==> config.mk <==
export PLATFORM = sky130hd
export DESIGN_NAME = phrase_sequencer
export DESIGN_NICKNAME = d
export VERILOG_FILES = /design/src/rtl/phrase_sequencer.sv
export SDC_FILE = /design/constraint.sdc
export NUM_CORES = 1
export LEC_CHECK = 0
export ABC_AREA = 1
export CELL_PAD_IN_SITES_DETAIL_PLACEMENT = 0
export CELL_PAD_IN_SITES_GLOBAL_PLACEMENT = 1
export CORE_MARGIN = 2
export CORE_UTILIZATION = 40
export CTS_CLUSTER_SIZE = 20
export DETAILED_ROUTE_END_ITERATION = 10
export PLACE_DENSITY = 0.78
export SKIP_LAST_GASP = 1
export SLEW_MARGIN = 20
export SYNTH_ARGS = -nofsm -noshare
export SYNTH_HDL_FRONTEND = slang
export SYNTH_SLANG_ARGS = --single-unit
==> constraint.sdc <==
create_clock -name clk -period 4 [get_ports clk]
set_clock_uncertainty 0.15 [all_clocks]
set_input_delay 0.6 -clock clk [delete_from_list [all_inputs] [get_ports clk]]
set_output_delay 0.6 -clock clk [all_outputs]
set_load 0.01 [all_outputs]
==> src/rtl/phrase_sequencer.sv <==
// Phrase sequencer: queues clip IDs, then plays them back-to-back through an
// external audio controller with a fixed silence gap between clips.
module phrase_sequencer #(
    parameter int DEPTH      = 8,
    parameter int GAP_CYCLES = 360000
) (
    input  logic                     clk,
    input  logic                     reset,
    input  logic                     push,
    input  logic [4:0]               push_id,
    output logic                     full,
    output logic                     empty,
    output logic [$clog2(DEPTH):0]   count,
    input  logic                     play,
    input  logic                     abort,
    output logic                     busy,
    output logic [4:0]               clip_id,
    input  logic [23:0]              clip_start,
    input  logic [23:0]              clip_end,
    output logic [23:0]              start_address,
    output logic [23:0]              end_address,
    output logic                     audio_start,
    input  logic                     audio_finish,
    output logic                     done
);
    localparam int PW = $clog2(DEPTH);
    localparam int CW = PW + 1;
    localparam logic [CW-1:0] FULL_COUNT = CW'(DEPTH);
    localparam bit HAS_GAP = (GAP_CYCLES != 0);
    localparam logic [31:0] GAP_LOAD = HAS_GAP ? 32'(GAP_CYCLES - 1) : 32'd0;

    typedef enum logic [2:0] {
        S_IDLE,
        S_FETCH,
        S_LOAD,
        S_START,
        S_PLAY,
        S_GAP
    } state_t;

    state_t state, next_state;

    logic [4:0]    mem [DEPTH];
    logic [PW-1:0] wr_ptr, rd_ptr;
    logic [31:0]   gap_cnt;

    logic pop, push_ok, has_next, gap_done, finish_run;

    assign full     = (count == FULL_COUNT);
    assign empty    = (count == '0);
    // An abort on the decision edge flushes the queue, so it must not count as a next clip.
    assign has_next = !empty && !abort;
    assign gap_done = (gap_cnt == 32'd0);

    // State register
    always_ff @(posedge clk or posedge reset) begin
        if (reset) begin
            state <= S_IDLE;
        end else begin
            state <= next_state;
        end
    end

    // Next-state logic
    always_comb begin
        next_state = state;
        finish_run = 1'b0;
        case (state)
            S_IDLE: begin
                if (play) begin
                    if (has_next) begin
                        next_state = S_FETCH;
                    end else begin
                        finish_run = 1'b1;
                    end
                end
            end
            S_FETCH: next_state = S_LOAD;
            S_LOAD:  next_state = S_START;
            S_START: begin
                if (!audio_finish) begin
                    next_state = S_PLAY;
                end
            end
            S_PLAY: begin
                if (audio_finish) begin
                    if (HAS_GAP) begin
                        next_state = S_GAP;
                    end else if (has_next) begin
                        next_state = S_FETCH;
                    end else begin
                        next_state = S_IDLE;
                        finish_run = 1'b1;
                    end
                end
            end
            S_GAP: begin
                if (gap_done) begin
                    if (has_next) begin
                        next_state = S_FETCH;
                    end else begin
                        next_state = S_IDLE;
                        finish_run = 1'b1;
                    end
                end
            end
            default: next_state = S_IDLE;
        endcase
    end

    // Output / control decode
    always_comb begin
        busy    = (state != S_IDLE);
        pop     = (state == S_FETCH) && !empty;
        // A full queue still accepts a push on the same edge as a pop.
        push_ok = push && (!full || pop);
    end

    always_ff @(posedge clk) begin
        if (push_ok && !abort) begin
            mem[wr_ptr] <= push_id;
        end
    end

    always_ff @(posedge clk or posedge reset) begin
        if (reset) begin
            wr_ptr <= '0;
            rd_ptr <= '0;
            count  <= '0;
        end else if (abort) begin
            wr_ptr <= '0;
            rd_ptr <= '0;
            count  <= '0;
        end else begin
            if (push_ok) begin
                wr_ptr <= wr_ptr + 1'b1;
            end
            if (pop) begin
                rd_ptr <= rd_ptr + 1'b1;
            end
            case ({push_ok, pop})
                2'b10:   count <= count + 1'b1;
                2'b01:   count <= count - 1'b1;
                default: count <= count;
            endcase
        end
    end

    always_ff @(posedge clk or posedge reset) begin
        if (reset) begin
            gap_cnt <= 32'd0;
        end else if (state == S_PLAY && audio_finish) begin
            gap_cnt <= GAP_LOAD;
        end else if (state == S_GAP && !gap_done) begin
            gap_cnt <= gap_cnt - 32'd1;
        end
    end

    always_ff @(posedge clk or posedge reset) begin
        if (reset) begin
            clip_id       <= 5'd0;
            start_address <= 24'd0;
            end_address   <= 24'd0;
            audio_start   <= 1'b0;
            done          <= 1'b0;
        end else begin
            if (state == S_FETCH) begin
                clip_id <= mem[rd_ptr];
            end
            if (state == S_LOAD) begin
                start_address <= clip_start;
                end_address   <= clip_end;
            end
            audio_start <= (next_state == S_START);
            done        <= finish_run;
        end
    end

endmodule

==> results.txt <==
The post-route netlist has 11.6% of its cells at a drive strength greater than 1. The worst hold path terminates at clip_id[0]$_DFFE_PP0N_. The tool flagged a number of max-cap violations equal to 0. The path type of the worst min-delay path is reg2reg. After synthesis, the netlist uses 30 different library cells.

The run gives 5206 as the via count. The number of levels in the clock H-tree was 4; the cell depth of the worst min-delay path was 2. The count of endpoints failing hold in the final timing report came out at 0. The global-route congestion overflow total came out at 0.

The tools report the overall power of the completed layout as 6.06 mW. The category of the critical setup timing path is reg2reg. TritonCTS built the clock tree. Dividing the detail-routed via count by the number of cells gives 5.07. The routed wirelength normalized by instance count was 15.4 um; the minimum setup slack among reg-to-reg paths was 1.37 ns.

In this run the critical register-to-register path is captured at count[3]$_DFFE_PP0P_. At the end of routability-driven placement, the weighted congestion stood at 0.841. Entering global routing, the biggest net connects 72 pins. In the routed design, unresolved DRC markers number 0.

The number of clock buffers added by TritonCTS is 17. Met1 layer wirelength in the final routing: 6860 um. Setup repair after global routing left no endpoint under its margin. Beginning of the worst register-to-register path: state[0]$_DFF_PP0_. The vertical die dimension is 132 um, and the final number of max-transition violations is 0.

The run gives 0 as the initial antenna violation count. The run gives 5123 as the number of global-route vias before repair. Of the synthesized area, sequential elements account for 56.7%.

The logs give 2.80 ns for the signal arrival time at the worst endpoint and 863 for the count of nets after finishing. The tools report the launching element type of the critical path as a flip-flop. Signal routing reaches up to met4. The die is 132 um wide. The predominant post-synthesis flop cell is sky130_fd_sc_hd__dfrtp_1. The clock-pin slew on the worst setup and hold paths was 0.06 ns; the final critical delay including setup and external delays was 2.63 ns.

The capturing element type of the critical path is a flip-flop. For the number of warnings printed during yosys synthesis, the log shows 0. After synthesis, the cell types taking the most area are sky130_fd_sc_hd__dfrtp_1, sky130_fd_sc_hd__edfxtp_1, sky130_fd_sc_hd__nand2_1. Yosys mapped a number of flops with a built-in enable equal to 40. Along the worst path, the maximum fanout reaches 9. The logs give 3.67 nW for the static power due to leakage and 0.00653 mm2 for the combined area of all synthesized cells. The floorplan step defined a die boundary enclosing 0.0174 mm2. Synthesis produced 676 cells. The biggest area contributor in the post-synthesis netlist is sky130_fd_sc_hd__dfrtp_1. Synthesis inferred 140 register bits. For the wire length of the first global-routing pass, the log shows 26100 um.

The worst voltage drop across the vdd grid was 0.301 mV; the area added between synthesis and finish was 30.4%. The run gives 766 um as the total met3 wirelength after detailed routing. Counting every net in the synthesized netlist gives 742. Hold is met by 0.340 ns. The wire-length estimate of the detail-placed layout is 11400 um. Post-CTS repair changed the size of 0 cells. The number of core rows is 46. For this design the ratio of total power to cell area is 712 mW/mm2. The total routed wirelength was 15800 um.

For this run, the detailed router's first-pass iteration total came to 5. The antenna diode instance count is 0, and the portion of synthesized cell area occupied by the leading cell type is 38.3%. Number of cell instances on the worst register-to-register path: 12.

Total routing resource utilization after global routing: 18.9%. The setup fix buffers added after clock tree synthesis came out at 0. The run finished with clean final reports. The startpoint identified for the worst hold timing path is clip_id[0]$_DFFE_PP0N_. The count of port buffers added during placement is 120. The first routing iteration left 272 violations. The met2 wirelength from detailed routing is 7960 um. The worst slew slack as a fraction of its limit is 39.2%, and the initial core utilization is 41.0%.

In this run the deepest clock path goes through 2 buffers. The total negative slack for setup checks was 0 ns; the share of flip-flops with an asynchronous set or reset after synthesis was 71.4%. The run gives 121 as the I/O pin count.

In this run the remaining antenna-violating nets after routing total 0. Static timing analysis puts the maximum clock frequency at 0.380 GHz. The number of clock sinks came out at 140. The most critical setup path has its startpoint at state[0]$_DFF_PP0_. A synthesized cell averages 9.66 um2. The placeable core area is 0.0159 mm2, and the share of the cycle needed by the critical path after routing is 65.8%. The slew at the pin with the worst max-slew slack came out at 0.912 ns.

Final-layout fill cell count: 1403. The total setup violations reported at the end of the flow is 0, and the hold buffer count at cts is 0. The cell chosen for the clock root is sky130_fd_sc_hd__clkbuf_16. At the later pin of the worst-skew pair, clock insertion delay measures 0.42 ns.

Data on the critical path is required at its endpoint by 4.16 ns.
==> cells in the final DEF (no fill, tap or decap), types with 5 or more instances in the layout <==
cell and n:
sky130_fd_sc_hd__clkdlybuf4s50_1 120, sky130_fd_sc_hd__xor2_1 7, sky130_fd_sc_hd__clkbuf_16 17, sky130_fd_sc_hd__o21ai_1 9
sky130_fd_sc_hd__o21ai_0 37, sky130_fd_sc_hd__nand2_1 157, sky130_fd_sc_hd__dfrtp_1 100, sky130_fd_sc_hd__o21bai_1 5
sky130_fd_sc_hd__edfxtp_1 40, sky130_fd_sc_hd__ha_1 6, sky130_fd_sc_hd__nand3_1 40, sky130_fd_sc_hd__mux2_2 48
sky130_fd_sc_hd__nor2_1 95, sky130_fd_sc_hd__o22ai_1 5, sky130_fd_sc_hd__inv_1 46, sky130_fd_sc_hd__o221ai_1 5
sky130_fd_sc_hd__o211ai_1 5, sky130_fd_sc_hd__nand4_1 23
==> cells in the mapped netlist, drive strengths merged, types with 5 or more instances <==
library cell / count
buf: 11
clkbuf: 9
dfrtp: 100
edfxtp: 40
ha: 6
inv: 50
mux2: 48
nand2: 160
nand3: 40
nand4: 23
nor2: 102
o211ai: 5
o21ai: 47
o21bai: 5
o221ai: 5
o22ai: 5
xor2: 7
==> where the power goes <==
| group | internal [mW] | switching (mW) | total [mW] |
|---|---|---|---|
| Combinational | 1.18 | 1.14 | 2.32 |
| Sequential | 1.88 | 0.312 | 2.20 |
| Clock | 0.921 | 0.620 | 1.54 |
==> cell families after synthesis <==
| kind of cell | Yosys count | share of synthesized area [%] |
|---|---|---|
| flip-flops | 140 | 56.7 |
| multiplexers | 48 | 8.28 |
| XOR/XNOR | 11 | 1.48 |
| AND/OR/NAND/NOR | 329 | 21.4 |
| adder cells (fa/ha/maj) | 7 | 1.46 |
| AO/OA/AOI/OAI | 71 | 6.26 |
| buffers and inverters | 70 | 4.43 |
==> through the flow <==
stage                     utilization (%)  area [um2]  setup WS [ns]  std cells
after floorplan                         -        6530          0.631        676
after global placement               49.8        7930           1.22        994
after detailed placement             49.8        7930           1.17        994
after CTS                            53.4        8510           1.39       1026
after global routing                 53.4        8520           1.14       1026
final                                53.4        8520           1.37       1026
==> sequential cells by signal, summed over array words and instances, names as in the netlist <==
name           count
audio_start        1
clip_id            5
count              4
done               1
end_address       24
gap_cnt           32
mem               40
rd_ptr             3
start_address     24
state              3
wr_ptr             3
==> worst max-delay path, stage by stage, from the launching register on <==
cell and delay, ns:
sky130_fd_sc_hd__dfrtp_1 0.38, sky130_fd_sc_hd__inv_1 0.14, sky130_fd_sc_hd__nor3_4 0.38, sky130_fd_sc_hd__nand2_1 0.19, sky130_fd_sc_hd__nor2_2 0.32, sky130_fd_sc_hd__ha_1 0.33
sky130_fd_sc_hd__a21oi_1 0.18, sky130_fd_sc_hd__nand2_1 0.07, sky130_fd_sc_hd__nand2_1 0.06, sky130_fd_sc_hd__nand2_1 0.06, sky130_fd_sc_hd__xnor2_1 0.12, sky130_fd_sc_hd__nand2_1 0.08
sky130_fd_sc_hd__nand2_1 0.05
==> how the worst max path moves through the flow <==
stage / end
floorplan: audio_start$_DFF_PP0_
global placement: gap_cnt[31]$_DFFE_PP0P_
detailed placement: gap_cnt[27]$_DFFE_PP0P_
CTS: empty
global route: count[3]$_DFFE_PP0P_
finish: count[3]$_DFFE_PP0P_
==> area by class of cell <==
| type | count | area, um2 | area share (%) |
|---|---|---|---|
| inverters | 50 | 190 | 2.23 |
| multi-input cells | 466 | 2550 | 29.9 |
| well taps | 216 | 270 | 3.17 |
| clock buffers | 19 | 433 | 5.08 |
| clock inverters | 13 | 144 | 1.69 |
| repair buffers | 122 | 1230 | 14.4 |
| flip-flops and latches | 140 | 3700 | 43.5 |
==> routing by layer <==
layer	up-vias	GRT usage (%)
met5	-	0
li1	2520	-
met4	0	7.31
met2	141	32.1
met1	2522	23.8
met3	23	4.00
Note: power is estimated with default switching activity, not from simulation.
